$ cat config.mk
export PLATFORM = sky130hd
export DESIGN_NAME = mem_access_unit
export DESIGN_NICKNAME = d
export VERILOG_FILES = /design/src/rtl/mau_pkg.sv /design/src/rtl/mau_extend.sv /design/src/rtl/mem_access_unit.sv
export SDC_FILE = /design/constraint.sdc
export NUM_CORES = 1
export LEC_CHECK = 0
export ABC_AREA = 1
export CORE_UTILIZATION = 52
export DETAILED_ROUTE_END_ITERATION = 12
export PLACE_DENSITY = 0.76
export REMOVE_ABC_BUFFERS = 1
export SLEW_MARGIN = 20
export SYNTH_ARGS = -nofsm -noshare
export SYNTH_HDL_FRONTEND = slang
export SYNTH_SLANG_ARGS = --single-unit
$ cat constraint.sdc
create_clock -name clk -period 2.2 [get_ports clk]
set_input_delay 0.44 -clock clk [delete_from_list [all_inputs] [get_ports clk]]
set_output_delay 0.44 -clock clk [all_outputs]
set_load 0.005 [all_outputs]
$ cat src/rtl/mau_pkg.sv
// Shared types and helpers for the byte-serial load/store unit (mem_access_unit).
package mau_pkg;

    localparam int unsigned DATA_W = 32;
    localparam int unsigned BYTE_W = 8;
    localparam int unsigned CNT_W  = 2;

    localparam logic [1:0] SZ_BYTE = 2'b00;
    localparam logic [1:0] SZ_HALF = 2'b01;
    localparam logic [1:0] SZ_WORD = 2'b10;
    localparam logic [1:0] SZ_RSVD = 2'b11;

    typedef enum logic [2:0] {
        ST_IDLE,
        ST_READ,
        ST_WRITE,
        ST_DRAIN,
        ST_RESP
    } state_t;

    typedef struct packed {
        logic       write;
        logic [1:0] size;
        logic       sgn;
    } req_ctrl_t;

    // Number of memory bytes touched by a request; 0 flags the reserved encoding.
    function automatic logic [2:0] size_bytes(input logic [1:0] size);
        case (size)
            SZ_BYTE: size_bytes = 3'd1;
            SZ_HALF: size_bytes = 3'd2;
            SZ_WORD: size_bytes = 3'd4;
            default: size_bytes = 3'd0;
        endcase
    endfunction

    // Big-endian byte idx of the right-aligned nbytes-wide store value.
    function automatic logic [BYTE_W-1:0] store_byte(input logic [DATA_W-1:0] data,
                                                     input logic [2:0]        nbytes,
                                                     input logic [CNT_W-1:0]  idx);
        logic [1:0] from_lsb;
        from_lsb   = 2'(nbytes - 3'd1 - 3'(idx));
        store_byte = BYTE_W'(data >> {from_lsb, 3'b000});
    endfunction

endpackage

$ cat src/rtl/mau_extend.sv
// Sign/zero extension of the assembled load accumulator to a 32-bit result.
module mau_extend
    import mau_pkg::*;
(
    input  logic [1:0]        size,
    input  logic              sgn,
    input  logic [DATA_W-1:0] acc,
    output logic [DATA_W-1:0] result
);

    always_comb begin
        result = acc;
        case (size)
            SZ_BYTE: result = {{24{sgn & acc[7]}}, acc[7:0]};
            SZ_HALF: result = {{16{sgn & acc[15]}}, acc[15:0]};
            default: result = acc;
        endcase
    end

endmodule

$ cat src/rtl/mem_access_unit.sv
// Load/store initiator serialising word/half/byte requests onto a byte-wide memory.
// Optional MAU_BOUNDS_CHECK_EN rejects requests reaching beyond DM_DEPTH bytes.
module mem_access_unit
    import mau_pkg::*;
#(
    parameter int unsigned ADDR_W   = 32,
    parameter int unsigned DM_DEPTH = 1024
) (
    input  logic              clk,
    input  logic              rst,
    input  logic              req_valid,
    output logic              req_ready,
    input  logic              req_write,
    input  logic [1:0]        req_size,
    input  logic              req_signed,
    input  logic [ADDR_W-1:0] req_addr,
    input  logic [DATA_W-1:0] req_wdata,
    output logic              resp_valid,
    output logic [DATA_W-1:0] resp_rdata,
    output logic              resp_err,
    output logic              mem_read,
    output logic              mem_write,
    output logic [ADDR_W-1:0] mem_addr,
    output logic [BYTE_W-1:0] mem_wdata,
    input  logic [BYTE_W-1:0] mem_rdata
);

`ifdef MAU_BOUNDS_CHECK_EN
    localparam bit BOUNDS_EN = 1'b1;
`else
    localparam bit BOUNDS_EN = 1'b0;
`endif

    state_t            state, state_n;
    req_ctrl_t         ctrl, ctrl_n;
    logic [ADDR_W-1:0] addr_q, addr_n;
    logic [DATA_W-1:0] wdata_q, wdata_n;
    logic [DATA_W-1:0] acc, acc_n;
    logic [CNT_W-1:0]  cnt, cnt_n, cnt_inc;
    logic              rd_pend;

    logic              resp_valid_n, resp_err_n, mem_read_n, mem_write_n;
    logic [DATA_W-1:0] resp_rdata_n;
    logic [ADDR_W-1:0] mem_addr_n;
    logic [BYTE_W-1:0] mem_wdata_n;

    logic              accept, align_err, range_err, req_err, last;
    logic [2:0]        req_n, nbytes;
    logic [ADDR_W:0]   last_addr;
    logic [DATA_W-1:0] ext_data;

    assign req_ready = (state == ST_IDLE) && !rst;
    assign accept    = req_valid && req_ready;

    // Acceptance-time checks on the incoming request.
    assign req_n     = size_bytes(req_size);
    assign align_err = (req_size == SZ_RSVD)
                     || ((req_size == SZ_HALF) && req_addr[0])
                     || ((req_size == SZ_WORD) && (req_addr[1:0] != 2'b00));
    assign last_addr = {1'b0, req_addr} + (ADDR_W+1)'(req_n - 3'd1);
    assign range_err = BOUNDS_EN && (last_addr >= (ADDR_W+1)'(DM_DEPTH));
    assign req_err   = align_err || range_err;

    assign nbytes  = size_bytes(ctrl.size);
    assign cnt_inc = cnt + CNT_W'(1);
    assign last    = ((3'(cnt) + 3'd1) == nbytes);

    mau_extend u_extend (
        .size   (ctrl.size),
        .sgn    (ctrl.sgn),
        .acc    (acc_n),
        .result (ext_data)
    );

    always_ff @(posedge clk) begin
        if (rst) begin
            state      <= ST_IDLE;
            ctrl       <= '0;
            addr_q     <= '0;
            wdata_q    <= '0;
            acc        <= '0;
            cnt        <= '0;
            rd_pend    <= 1'b0;
            resp_valid <= 1'b0;
            resp_rdata <= '0;
            resp_err   <= 1'b0;
            mem_read   <= 1'b0;
            mem_write  <= 1'b0;
            mem_addr   <= '0;
            mem_wdata  <= '0;
        end else begin
            state      <= state_n;
            ctrl       <= ctrl_n;
            addr_q     <= addr_n;
            wdata_q    <= wdata_n;
            acc        <= acc_n;
            cnt        <= cnt_n;
            rd_pend    <= mem_read;
            resp_valid <= resp_valid_n;
            resp_rdata <= resp_rdata_n;
            resp_err   <= resp_err_n;
            mem_read   <= mem_read_n;
            mem_write  <= mem_write_n;
            mem_addr   <= mem_addr_n;
            mem_wdata  <= mem_wdata_n;
        end
    end

    // Next state and next values of all registered outputs.
    always_comb begin
        state_n      = state;
        ctrl_n       = ctrl;
        addr_n       = addr_q;
        wdata_n      = wdata_q;
        cnt_n        = cnt;
        acc_n        = rd_pend ? {acc[DATA_W-BYTE_W-1:0], mem_rdata} : acc;
        resp_valid_n = 1'b0;
        resp_rdata_n = '0;
        resp_err_n   = 1'b0;
        mem_read_n   = 1'b0;
        mem_write_n  = 1'b0;
        mem_addr_n   = mem_addr;
        mem_wdata_n  = mem_wdata;

        case (state)
            ST_IDLE: begin
                if (accept) begin
                    ctrl_n  = '{write: req_write, size: req_size, sgn: req_signed};
                    addr_n  = req_addr;
                    wdata_n = req_wdata;
                    cnt_n   = '0;
                    acc_n   = '0;
                    if (req_err) begin
                        state_n      = ST_RESP;
                        resp_valid_n = 1'b1;
                        resp_err_n   = 1'b1;
                    end else if (req_write) begin
                        state_n     = ST_WRITE;
                        mem_write_n = 1'b1;
                        mem_addr_n  = req_addr;
                        mem_wdata_n = store_byte(req_wdata, req_n, '0);
                    end else begin
                        state_n    = ST_READ;
                        mem_read_n = 1'b1;
                        mem_addr_n = req_addr;
                    end
                end
            end
            ST_WRITE: begin
                if (last) begin
                    state_n      = ST_RESP;
                    resp_valid_n = 1'b1;
                end else begin
                    cnt_n       = cnt_inc;
                    mem_write_n = 1'b1;
                    mem_addr_n  = addr_q + ADDR_W'(cnt_inc);
                    mem_wdata_n = store_byte(wdata_q, nbytes, cnt_inc);
                end
            end
            ST_READ: begin
                if (last) begin
                    state_n = ST_DRAIN;
                end else begin
                    cnt_n      = cnt_inc;
                    mem_read_n = 1'b1;
                    mem_addr_n = addr_q + ADDR_W'(cnt_inc);
                end
            end
            // Last read byte lands in acc_n this cycle, so the result is taken from it.
            ST_DRAIN: begin
                state_n      = ST_RESP;
                resp_valid_n = 1'b1;
                resp_rdata_n = ext_data;
            end
            ST_RESP: begin
                state_n = ST_IDLE;
            end
            default: begin
                state_n = ST_IDLE;
            end
        endcase
    end

endmodule

==> out/results.ini <==
[worst_setup_path]
rr_startpoint=cnt[0]
crit_path_end_kind=output port
worstPathRequired_ns=1.76
setup.worst_path.start=state[2]
critPathArrivalTime_ns=1.66
timing_worst_setup_path_type=reg2out
timing.critical_path.from_type=register
worstPathMaxFanout=4

[floorplanning]
design.portCount=156
floorplan.die.height_um=128
initial_utilization_pct=54.0
fp.dieArea_um2=16500
standard_cell_row_count=45
placeableCoreArea_um2=15400
die_w_um=128

[place]
place_hpwl_um=15000
io_buffers=155
place.gp.congestion=0.937
postPlaceCellArea_um2=10100

[clocking]
ctsHoldBuffers=0
cts_sinks=181
worstSkewPairLatency_ns=0.43
cts-root-buf=sky130_fd_sc_hd__clkbuf_16
worst_setup_hold_path_clk_slew_ns=0.06
cts-buffers-inserted=17
h_tree_depth=4
cts-root-to-sink-buffers=2
clock_tree_from_tritoncts=built

[synthesis]
netlist.area_leader.share_pct=43.6
synth_top_area_cell=sky130_fd_sc_hd__dfxtp_1
most_used_dff_post_synth=sky130_fd_sc_hd__dfxtp_1
synth_area_um2=8300
synth.lib_cells_used.distinct=34
syn_inst=1204
synth-seq-cells=181
seq_area_frac_synth_pct=43.6
ys_warn_count=0
syn_avg_cell_area_um2=6.90
synthTopCellsByArea=sky130_fd_sc_hd__dfxtp_1 (44%), sky130_fd_sc_hd__nand2_1 (16%), sky130_fd_sc_hd__nor2_1 (8.0%), sky130_fd_sc_hd__nand3_1 (5.2%), sky130_fd_sc_hd__a21oi_1 (4.5%)
synth_edf_count=0
async_flop_share_pct=0

[global_routing]
overflow=0
grt_start_max_net_pins=50
grt_antenna_before_repair=0
global_route.usage.total_pct=27.0
grt_pass1_vias=7174
grt_pass1_wl_um=35100

[sta]
period_needed_ns=2.10
finClkSkew_ns=0.0124
clock.fmax_mhz=476
slew_violations=0
worst_slew_margin_rel_pct=65.0
max_slew.worst_pin.slew_ns=0.525
finalSetupTns_ns=0
count_of_endpoints_failing_hold_in_the_final_timing_report=0
period_share_pct=95.4
holdWs_ns=0.374
setup_viol_count_final=0

[pwr]
leakage_nw=4.29
power.ir.vdd_worst_mv=0.594
cellPowerDensity_nw_per_um2=913
power_w=0.00981

[final_layout]
fillers=1359
diodes=0
post_route_cells_drive_above_1_share_pct=8.68
finish.instance_area_um2=10700
synthToLayoutAreaGrowth_pct=29.4
design.final.nets=1431

[detailed_routing]
drc_errors=0
drt_first_pass_iters=5
wire_per_inst_um=13.8
drtAntennaViolNets=0
drt-vias-per-instance=5.18
drt_wl_total_um=21700
detailedRoute.firstIterationViolations=513
num_vias=8145

[hold_path]
min_from=rst
path_category_of_the_worst_min_delay_check=in2reg

[flow_run]
cap_viol_max_count=0

[run_status]
outcome=complete, no violations

## path summary, 6_finish.rpt
| check | cells past startpoint | end | slack [ns] |
|---|---|---|---|
| hold reg to reg | 2 | rd_pend | 0.45 |
| hold / removal | 2 | rd_pend | 0.37 |
| setup / recovery | 4 | req_ready | 0.10 |
| setup reg to reg | 11 | mem_addr[20] | 0.17 |
## stage by stage
step	instances	util, %	setup slack [ns]
after floorplan	1144	-	-0.129
after global placement	1538	65.7	0.0635
after detailed placement	1538	65.7	0.0130
after CTS	1570	69.7	0.00720
after global routing	1571	69.9	-0.0136
final	1571	69.9	0.101
## layer usage
metal | GRT usage, % | vias to the layer above | part of all wire [%]
met5 | 0 | - | 0
met4 | 8.44 | 0 | 1.7
met3 | 4.49 | 36 | 6.6
met2 | 45.2 | 306 | 47
met1 | 35.6 | 3663 | 45
li1 | - | 4140 | -
## synthesized netlist by cell type (11+ instances only)
master / count
sky130_fd_sc_hd__o211ai_1: 15
sky130_fd_sc_hd__nand2_2: 13
sky130_fd_sc_hd__inv_1: 85
sky130_fd_sc_hd__buf_2: 19
sky130_fd_sc_hd__o22ai_1: 15
sky130_fd_sc_hd__clkbuf_1: 28
sky130_fd_sc_hd__nand2_1: 354
sky130_fd_sc_hd__a21oi_2: 11
sky130_fd_sc_hd__dfxtp_1: 181
sky130_fd_sc_hd__a21oi_1: 74
sky130_fd_sc_hd__nor2_1: 178
sky130_fd_sc_hd__nand3_1: 86
sky130_fd_sc_hd__o21ai_0: 66
## cell usage in the layout, fill, tap and decap left out, types with 17 or more instances in the layout
cell / synthesis / final
sky130_fd_sc_hd__clkdlybuf4s50_1: 0 / 154
sky130_fd_sc_hd__nand2_1: 354 / 352
sky130_fd_sc_hd__a21oi_1: 74 / 74
sky130_fd_sc_hd__clkbuf_16: 0 / 17
sky130_fd_sc_hd__nand3_1: 86 / 84
sky130_fd_sc_hd__buf_4: 6 / 23
sky130_fd_sc_hd__nor2_1: 178 / 176
sky130_fd_sc_hd__dfxtp_1: 181 / 181
sky130_fd_sc_hd__o21ai_0: 66 / 65
sky130_fd_sc_hd__inv_1: 85 / 85
## cell families (layout without fill, tap and decap cells)
kind of cell,count (synthesis),after routing,synth area share (%)
AO/OA/AOI/OAI,191,191,12.8
XOR/XNOR,3,3,0.542
adder cells (fa/ha/maj),5,5,0.844
buffers and inverters,156,312,8.02
flip-flops,181,181,43.6
multiplexers,8,8,0.964
AND/OR/NAND/NOR,660,660,33.2
## flip-flops by register name (all words and copies together) (netlist names)
register and count:
ctrl 3, resp_valid 1, state 3, mem_read 1
addr_q 32, mem_addr 32, resp_rdata 32, mem_wdata 8
cnt 2, mem_write 1, acc 32, rd_pend 1
wdata_q 32, resp_err 1
## power by group
group          leakage (nW)  total (W)  internal, W  switching (W)
clock                 0.296    0.00319      0.00187        0.00132
sequential             1.48    0.00393      0.00365       0.000272
combinational          2.51    0.00270      0.00117        0.00153
total                  4.29    0.00981      0.00669        0.00312
## critical path: stages, from the launching register on
cell	delay [ns]
sky130_fd_sc_hd__dfxtp_1	0.36
sky130_fd_sc_hd__nor2_4	0.15
sky130_fd_sc_hd__nand2_4	0.08
sky130_fd_sc_hd__nor2_4	0.12
sky130_fd_sc_hd__clkdlybuf4s50_1	0.54
## final cells by class
cell class / instances / area [um^2] / share of cell area (%)
inverter: 96 / 360 / 3.35
clock inverter: 12 / 164 / 1.53
multi-input combinational: 867 / 4040 / 37.6
clock buffer: 20 / 457 / 4.25
timing repair buffer: 184 / 1840 / 17.1
sequential: 181 / 3620 / 33.7
tap: 211 / 264 / 2.46
## timing repair
item                                    4_1_cts  5_1_grt
setup buffers                                 0        1
gates resized for setup                       0        8
endpoints found under the setup margin        0       18
(Power assumes the default switching activity.)
